===== src/rtl/int_to_fp_conv.sv =====
// int_to_fp_conv: converts a 32-bit integer (signed or unsigned) to an
// IEEE-754 single-precision word. Each operand takes four single-cycle
// states: IDLE, NORM, ROUND and DONE. Only one conversion is in flight.
//
// Ports:
//   clk, rst_n          clock (rising edge), asynchronous active-low reset
//   in_valid/in_ready   operand handshake; in_ready is high only in IDLE
//   int_in, signed_mode operand, and 1 = two's complement / 0 = unsigned
//   out_valid/out_ready result handshake; out_valid is high only in DONE
//   fp_out, inexact     packed result, and a flag that nonzero bits were
//                       discarded; both hold until the next DONE
// ROUND_MODE: 0 = round-to-nearest-even, 1 = round-toward-zero.
module int_to_fp_conv #(
  parameter int ROUND_MODE = 0
) (
  input  logic        clk,
  input  logic        rst_n,
  input  logic        in_valid,
  output logic        in_ready,
  input  logic [31:0] int_in,
  input  logic        signed_mode,
  output logic        out_valid,
  input  logic        out_ready,
  output logic [31:0] fp_out,
  output logic        inexact
);

  typedef enum logic [1:0] {IDLE, NORM, ROUND, DONE} state_t;

  state_t      state;
  logic        sign_q;
  logic [31:0] mag_q;
  logic        zero_q;
  logic [7:0]  exp_q;
  logic [22:0] man_q;
  logic        g_q, r_q, s_q;
  logic [31:0] fp_q;
  logic        inexact_q;

  // Both handshake outputs come straight from the state register. No input
  // reaches them combinationally.
  assign in_ready  = (state == IDLE);
  assign out_valid = (state == DONE);
  assign fp_out    = fp_q;
  assign inexact   = inexact_q;

  // Leading-zero count of the magnitude. The highest set bit wins.
  logic [4:0]  lz;
  logic [31:0] norm;
  always_comb begin
    lz = 5'd0;
    for (int i = 0; i < 32; i++)
      if (mag_q[i]) lz = 5'(31 - i);
  end
  assign norm = mag_q << lz;

  // Rounding increment. A carry out of the 23-bit mantissa leaves man = 0,
  // so only the exponent has to be bumped. The largest exponent is 159,
  // so the result cannot overflow.
  logic        inc;
  logic [23:0] man_sum;
  logic [7:0]  exp_rnd;
  assign inc     = (ROUND_MODE == 0) && g_q && (r_q || s_q || man_q[0]);
  assign man_sum = {1'b0, man_q} + {23'd0, inc};
  assign exp_rnd = man_sum[23] ? exp_q + 8'd1 : exp_q;

  always_ff @(posedge clk or negedge rst_n) begin
    if (!rst_n) begin
      state     <= IDLE;
      sign_q    <= 1'b0;
      mag_q     <= 32'd0;
      zero_q    <= 1'b0;
      exp_q     <= 8'd0;
      man_q     <= 23'd0;
      g_q       <= 1'b0;
      r_q       <= 1'b0;
      s_q       <= 1'b0;
      fp_q      <= 32'd0;
      inexact_q <= 1'b0;
    end else begin
      case (state)
        IDLE: if (in_valid) begin
          sign_q <= signed_mode & int_in[31];
          // 0x80000000 in signed mode negates to itself. Read as unsigned,
          // that is the correct magnitude 2^31.
          mag_q  <= (signed_mode & int_in[31]) ? (~int_in + 32'd1) : int_in;
          state  <= NORM;
        end
        NORM: begin
          zero_q <= (mag_q == 32'd0);
          exp_q  <= 8'd158 - {3'd0, lz};   // 127 + (31 - lz)
          man_q  <= norm[30:8];
          g_q    <= norm[7];
          r_q    <= norm[6];
          s_q    <= |norm[5:0];
          state  <= ROUND;
        end
        ROUND: begin
          if (zero_q) begin
            // Only a zero magnitude gets here, so the result is +0.
            fp_q      <= 32'd0;
            inexact_q <= 1'b0;
          end else begin
            fp_q      <= {sign_q, exp_rnd, man_sum[22:0]};
            inexact_q <= g_q | r_q | s_q;
          end
          state <= DONE;
        end
        DONE: if (out_ready) state <= IDLE;
        default: state <= IDLE;
      endcase
    end
  end

endmodule


===== config.mk =====
export PLATFORM = sky130hd
export DESIGN_NAME = int_to_fp_conv
export DESIGN_NICKNAME = d
export VERILOG_FILES = /design/src/rtl/int_to_fp_conv.sv
export SDC_FILE = /design/constraint.sdc
export NUM_CORES = 1
export LEC_CHECK = 0
export CAP_MARGIN = 30
export CELL_PAD_IN_SITES_DETAIL_PLACEMENT = 0
export CELL_PAD_IN_SITES_GLOBAL_PLACEMENT = 1
export CORE_ASPECT_RATIO = 1.25
export CORE_MARGIN = 4
export CORE_UTILIZATION = 40
export DETAILED_ROUTE_END_ITERATION = 6
export GPL_TIMING_DRIVEN = 0
export PLACE_DENSITY = 0.73
export SETUP_SLACK_MARGIN = 0.15
export SLEW_MARGIN = 20
export SYNTH_ARGS = -nofsm -noshare
export SYNTH_HDL_FRONTEND = slang
export SYNTH_SLANG_ARGS = --single-unit

===== constraint.sdc =====
create_clock -name clk -period 4.65 [get_ports clk]
set_input_delay 0.6975 -clock clk [delete_from_list [all_inputs] [get_ports clk]]
set_output_delay 0.6975 -clock clk [all_outputs]
set_load 0.005 [all_outputs]

### Yosys cells after proc, flatten, opt, wreduce, memory -nomap -nowiden

Cells that the tools add are included.

| storage, ports and cells | value |
|---|---|
| bits in registers | 103 |
| output and inout port bits | 35 |

| cells by class | value |
|---|---|
| $add $sub $neg | 4 |
| eq/ne operators | 5 |
| shift operators | 1 |
| muxes and demuxes | 39 |
| bitwise operators | 4 |
| reduce and logical (&&, ||, !) cells | 8 |

Operator list:

| kind | count |
|---|---|
| $mux W5 | 32 |
| $mux W32 | 2 |
| $add A32 B1 Y32 const B | 1 |
| $logic_not A32 Y1 | 1 |
| $not A32 Y32 | 1 |
| $shl A32 B5 Y31 | 1 |
| $add A23 B1 Y24 | 1 |
| $add A8 B1 Y8 const B | 1 |
| $mux W8 | 1 |
| $pmux W2 S4 | 1 |
| $sub A8 B5 Y8 const A | 1 |
| $reduce_or A6 Y1 | 1 |
| $eq A2 B2 Y1 const B | 2 |
| $mux W2 | 2 |
| $reduce_and A2 Y1 | 2 |
| $eq A2 B1 Y1 const B | 1 |
| $logic_not A2 Y1 | 1 |
| $logic_or A1 B1 Y1 | 2 |
| $ne A2 B1 Y1 const B | 1 |
| $ne A2 B2 Y1 const B | 1 |
| $or A1 B1 Y1 | 2 |
| $and A1 B1 Y1 | 1 |
| $logic_and A1 B1 Y1 | 1 |
| $mux W1 | 1 |

### Longest topological paths before layout

Gate-level depths: netlist of the first run.

| depth | value |
|---|---|
| depth in word-level cells | 34 |
| mapped depth | 13 |
| depth with buffers taken out | 11 |

### Worst setup path after synthesis of the first run

OpenSTA, ideal clock, no wires.

| timing | value |
|---|---|
| path type | reg-to-reg |
| start point | register mag_q[30] |
| end point | register man_q[21] |
| data arrival time | 3.215 ns |
| data required time | 4.524 ns |
| slack | 1.309 ns |
| cell stages (with the launch flop) | 12 |
| path buffers | 2 |
| clock period less this slack | 3.341 ns |
| path through | dfrtp_1 > nor2b_4 > or3_1 > buf_2 > or4_4 > o211ai_4 > buf_6 > mux2_2 > a22oi_1 > nand2_1 > o211a_1 > o32a_1 |

| between the ends | value |
|---|---|
| word-level cells in the longest chain between the ends | 3 |

RTL lines:

| item | line | text |
|---|---|---|
| from (decl) | 32 | `logic [31:0] mag_q;` |
| from (signal assigned) | 86 | `mag_q <= (signed_mode & int_in[31]) ? (~int_in + 32'd1) : int_in;` |
| $mux W5 (2 in a row) | 53 | `if (mag_q[i]) lz = 5'(31 - i);` |
| $shl A32 B5 Y31 * | 55 | `assign norm = mag_q << lz;` |
| to (signal assigned) | 92 | `man_q <= norm[30:8];` |
| to (decl) | 35 | `logic [22:0] man_q;` |

Mark *: on every way between the ends. The rest lies on a longest branch, timed or not.
A chain may end at the register's enable or synchronous reset.

### Final worst setup path of the first run

| timing | value |
|---|---|
| start point | register mag_q[9] |
| end point | register man_q[17] |

| between the ends | value |
|---|---|
| word-level cells in the longest chain between the ends | 24 |

RTL lines:

| item | line |
|---|---|
| $mux W5 (23 in a row) | 53 |
| $shl A32 B5 Y31 * | 55 |

Marks and branches as above.

==> impl_metrics.tcl, run 1 <==
set metrics [dict create \
    status "completed" \
    overflow 0 \
    antenna_cells 0 \
    first_pass_iters 7 \
    dp_hpwl_mm 18.1 \
    yosysUniqueCellTypes 68 \
    cts_resized 0 \
    clkLatencyLatePin_ns 0.36 \
    pin_count 72 \
    rows 54 \
    clockRootBuffer "clkbuf_16" \
    post_cts_buffers 0 \
    cp-endpoint "man_q[17]" \
    synth.ff_latch_count 103 \
    hold_viol 0 \
    arrival_ns 4.20 \
    drive_gt1_share_pct 5.07 \
    fp.coreArea_sq_um 17600 \
    crit_chain "clkbuf_1 > nor4_1 > o31ai_1 > o21ai_0 > a21o_1 > clkbuf_1 > buf_1 > clkbuf_1 > mux2i_1 > o21ai_0 > a31oi_1 > a311oi_1" \
    async_reset_ff_share_pct 100 \
    yosysMostFrequentCell "nand2_1" \
    powerDensity_nw_per_um2 846 \
    grt.total_usage_pct 22.8 \
    syn_inst 879 \
    cp_top_family "buffers and inverters" \
    ant_nets 0 \
    rsz0062_at_grt "false" \
    critPathLaunch "mag_q[9]" \
    clock_path_buffers 2 \
    area_delta_synth_final_pct 18.3 \
    seq_area_frac_synth_pct 35.7 \
    clkSlewWorstSetupHoldPaths_ns 0.08 \
    fin_setup_tns_ns 0 \
    cts_hold_buf 0 \
    slew_headroom_pct 34.9 \
    setup_viol 0 \
    worst_ep_required_time_ns 4.84 \
    worstMarginPinSlew_ns 0.968 \
    final_area_sq_um 8530 \
    ir_drop_uv 273 \
    clock-sinks 103 \
    syn_area_sq_um 7210 \
    vias_per_cell 5.63 \
    dr_total_vias 6706 \
    fin_crit_ns 4.01 \
    maxCapViolations 0 \
    finalPower_uw 7220 \
    io_buffers 71 \
    hold_path_class "input port to async pin" \
    finalCritPeriodShare_pct 86.2 \
    avgSynthCellArea_sq_um 8.20 \
    drv_slew 0 \
    ys_warn_count 0 \
    cp_max_fo 10 \
    syn_nets 924 \
    grt_use_met3_pct 2.40 \
    initial_core_util_pct 41.0 \
    num-fill-cells 1853 \
    synth_top_area_share_pct 35.7 \
    r2r_end "man_q[17]" \
    antenna_found_initial 0 \
    drt-initial-drc-count 425 \
    synth-main-ff-cell "dfrtp_1" \
    worst-r2r-setup-slack_ns 0.64 \
    met1_usage_pct 26.1 \
    slowest_delay_ns 0.57 \
    die_w_um 128 \
    synth_edf_count 0 \
    grt_pass1_wl_mm 36.1 \
    whs_ns 0.257 \
    numCtsBuffers 9 \
    synth_area_leaders "dfrtp_1 36%, nand2_1 5.6%, o21ai_0 4.2%" \
    grt_pass1_vias 6509 \
    place.gp.congestion 0.967 \
    synth_top_area_cell "dfrtp_1" \
    place_area_sq_um 8240 \
    crit_buf_inv 4 \
    crit_path_top_delay_cell "buf_1" \
    crit_top_cell "clkbuf_1" \
    finish.net_count 1007 \
    tritoncts "yes" \
    crit_type "flop to flop" \
    die_y_um 158 \
    busiest_layer "met2" \
    grt_start_max_net_pins 56 \
    dieArea_sq_um 20300 \
    crit_cells 12 \
    max_freq_ghz 0.249 \
    end_kind "flop" \
    skew_ns 0.0118 \
    startpoint_type "flop" \
    drc 0 \
    r2r_cells 12 \
    routed_wl_mm 22.7 \
    met2_usage_pct 42.7 \
    p_leak_uw 0.00345 \
    h-tree-depth 3 \
    r2r_start "mag_q[9]" \
    post_drt_wl_per_cell_um 19.1 \
    synthTopCellsByCount "107 x nand2_1, 103 x dfrtp_1, 74 x nor2_1, 61 x o21ai_0, 54 x inv_1" \
]
==> routing by layer <==
layer / vias to the layer above / share of wire, %
li1: 3349 / -
met1: 3125 / 41
met2: 182 / 52
met3: 50 / 3.3
met4: 0 / 3.8
met5: - / 0
==> per-stage QoR <==
| step | util, % | std cells | setup WS (ns) |
|---|---|---|---|
| 3_5_place_dp | 46.9 | 1175 | 0.331 |
| 3_3_place_gp | 46.7 | 1174 | -1.05 |
| 5_1_grt | 48.5 | 1191 | 0.485 |
| 4_1_cts | 48.5 | 1191 | 0.706 |
| 6_report | 48.5 | 1191 | 0.641 |
| 2_1_floorplan | - | 879 | 1.31 |
==> layout make-up <==
cell class	count	area (sq um)	share of cell area, %
buffer	60	241	2.83
inverter	56	210	2.47
sequential	103	2580	30.2
multi-input combinational	660	4190	49.1
clock inverter	6	62.6	0.734
clock buffer	10	229	2.69
tap	224	280	3.29
timing repair buffer	72	739	8.67
==> sequential cells by signal, indices dropped and copies added, names as in the netlist <==
name     count
mag_q       32
sign_q       1
man_q       23
r_q          1
state        2
fp_out      32
zero_q       1
g_q          1
inexact      1
exp_q        8
s_q          1
==> kinds of logic (layout without fill, tap and decap cells) <==
kind of cell    count (synthesis)  after routing  share of synthesized area, %
compound gates                239            239                          22.2
xor+xnor                       58             58                          7.04
mux                            49             49                          7.44
buf+inv                       116            204                          6.26
fa+ha+maj                       8              8                          1.39
flops                         103            103                          35.7
simple gates                  306            306                          19.9
==> layout by cell type (no fill, tap or decap), drive strengths merged, types with 11 or more instances in the layout <==
| master | n |
|---|---|
| dfrtp | 103 |
| mux2i | 30 |
| clkbuf | 62 |
| mux2 | 18 |
| xnor2 | 29 |
| nand2 | 107 |
| nor2 | 74 |
| inv | 58 |
| nand3 | 31 |
| clkdlybuf4s50 | 70 |
| or3 | 11 |
| nor4 | 16 |
| nor3 | 18 |
| o21ai | 63 |
| xor2 | 29 |
| o22ai | 38 |
| a21oi | 31 |
==> report_power, final <==
group	total [uW]	leakage [uW]	switching (uW)	internal (uW)
combinational	4790	0.00203	2930	1860
sequential	1660	0.00127	370	1290
clock	763	0.000142	384	379
total	7220	0.00345	3680	3530
==> worst min path at each step <==
stage / endpoint / depth (start not counted)
2_1_floorplan: exp_q[0] / 0
3_3_place_gp: r_q / 1
3_5_place_dp: r_q / 1
4_1_cts: fp_out[3] / 1
5_1_grt: fp_out[3] / 1
6_report: fp_out[3] / 1
No activity file was read; power rests on OpenSTA's default activity.
==> run 2: changes to the inputs <==
--- a/config.mk
+++ b/config.mk
@@ -14,8 +14,7 @@
 export DETAILED_ROUTE_END_ITERATION = 6
 export GPL_TIMING_DRIVEN = 0
 export PLACE_DENSITY = 0.73
-export SETUP_SLACK_MARGIN = 0.15
-export SLEW_MARGIN = 20
+export SETUP_SLACK_MARGIN = 0.4
 export SYNTH_ARGS = -nofsm -noshare
 export SYNTH_HDL_FRONTEND = slang
 export SYNTH_SLANG_ARGS = --single-unit
==> impl_metrics.tcl, run 2 (synthesis gave the netlist of run 1 again) <==
set metrics [dict create \
    status "completed" \
    drv_slew 0 \
    ir_drop_uv 293 \
    grt.total_usage_pct 22.9 \
    clockRootBuffer "clkbuf_16" \
    clkLatencyLatePin_ns 0.36 \
    drive_gt1_share_pct 5.06 \
    initial_core_util_pct 41.0 \
    met2_usage_pct 42.1 \
    place.gp.congestion 0.967 \
    layout_common_cells "107 x nand2_1, 103 x dfrtp_1, 74 x nor2_1" \
    crit_path_top_delay_cell "or4_1" \
    multiInputGateArea_sq_um 4180 \
    dp_hpwl_mm 18.0 \
    max_freq_ghz 0.251 \
    post_cts_buffers 0 \
    grt_pass1_wl_mm 36.2 \
    antenna_cells 0 \
    grt_start_max_net_pins 56 \
    end_kind "flop" \
    rows 54 \
    crit_type "flop to flop" \
    num-fill-cells 1834 \
    p_leak_uw 0.00345 \
    fin_setup_tns_ns 0 \
    fp.coreArea_sq_um 17600 \
    crit_chain "or4_1 > o2111a_1 > o21a_1 > nor2_1 > clkbuf_1 > clkbuf_1 > a21oi_1 > a211oi_1 > o32a_1" \
    rsz0062_at_grt "false" \
    post_layout_nonfiller_instances 1192 \
    hold_path_class "input port to async pin" \
    slowest_delay_ns 0.60 \
    clkSlewWorstSetupHoldPaths_ns 0.08 \
    cp_max_fo 10 \
    numCtsBuffers 9 \
    final_util_pct 48.5 \
    arrival_ns 4.27 \
    pre_cts_ws_ns 0.354 \
    post_drt_wl_per_cell_um 19.1 \
    area_delta_synth_final_pct 18.2 \
    first_pass_iters 5 \
    drt-initial-drc-count 402 \
    cts_hold_buf 0 \
    routed_wl_mm 22.8 \
    met1_usage_pct 26.0 \
    dpl.cell_count 1176 \
    busiest_layer "met2" \
    antenna_found_initial 0 \
    maxCapViolations 0 \
    clock-sinks 103 \
    overflow 0 \
    clock_path_buffers 2 \
    final_common_cell "nand2_1" \
    finish.net_count 1008 \
    grt_use_met3_pct 2.33 \
    drc 0 \
    slew_headroom_pct 41.5 \
    worst-r2r-setup-slack_ns 0.67 \
    die_w_um 128 \
    fin_crit_ns 3.98 \
    ant_nets 0 \
    cp_top_family "compound AO/OA/AOI/OAI gates" \
    tritoncts "yes" \
    dieArea_sq_um 20300 \
    worst_ep_required_time_ns 4.94 \
    skew_ns 0.0111 \
    hold_viol 0 \
    pin_count 72 \
    h-tree-depth 3 \
    powerDensity_nw_per_um2 845 \
    setup_viol 0 \
    io_buffers 71 \
    worstMarginPinSlew_ns 0.871 \
    finalCritPeriodShare_pct 85.6 \
    finalPower_uw 7200 \
    layout_setup_ws_ns 0.672 \
    cts_resized 0 \
    crit_top_cell "clkbuf_1" \
    dr_total_vias 6733 \
    regArea_sq_um 2580 \
    grt_pass1_vias 6599 \
    crit_buf_inv 2 \
    startpoint_type "flop" \
    die_y_um 158 \
    vias_per_cell 5.65 \
]
-- run 2: metal layers --
| layer | vias to the layer above | part of all wire, % |
|---|---|---|
| li1 | 3351 | - |
| met1 | 3137 | 40 |
| met5 | - | 0 |
| met2 | 198 | 52 |
| met3 | 47 | 3.4 |
| met4 | 0 | 4.6 |
-- run 2: worst paths after layout --
check / startpoint / to / cells after the start
setup / recovery: mag_q[6] / man_q[20] / 9
hold / removal: rst_n / fp_out[3] / 1
setup reg to reg: mag_q[6] / man_q[20] / 9
hold reg to reg: exp_q[7] / exp_q[7] / 1
max in group asynchronous: rst_n / mag_q[23] / 2
min in group clk: exp_q[7] / exp_q[7] / 1
-- run 2: worst reg2reg max path, stage by stage (launching register included) --
cell	delay [ns]
dfrtp_1	0.50
or4_1	0.60
o2111a_1	0.30
o21a_1	0.19
nor2_1	0.30
clkbuf_1	0.52
clkbuf_1	0.57
a21oi_1	0.13
a211oi_1	0.55
o32a_1	0.25
-- run 2: per-stage QoR --
stage | hold slack (ns) | cell area [sq um]
6_report | 0.346 | 8520
5_1_grt | 0.402 | 8520
4_1_cts | 0.375 | 8520
3_5_place_dp | 0.499 | 8230
3_3_place_gp | 0.485 | 8200
2_1_floorplan | 0.402 | 7210
-- run 2: cell type report --
| type | instances | area share [%] |
|---|---|---|
| Buffer | 60 | 2.83 |
| Clock buffer | 10 | 2.69 |
| Clock inverter | 6 | 0.734 |
| Inverter | 56 | 2.47 |
| Multi-Input combinational cell | 660 | 49.1 |
| Sequential cell | 103 | 30.2 |
| Tap cell | 224 | 3.29 |
| Timing Repair Buffer | 73 | 8.69 |
-- run 2: power breakdown --
group / switching [uW] / internal, uW / total (uW)
Combinational: 2920 / 1860 / 4780
Clock: 382 / 378 / 760
Sequential: 369 / 1290 / 1660
Total: 3670 / 3530 / 7200
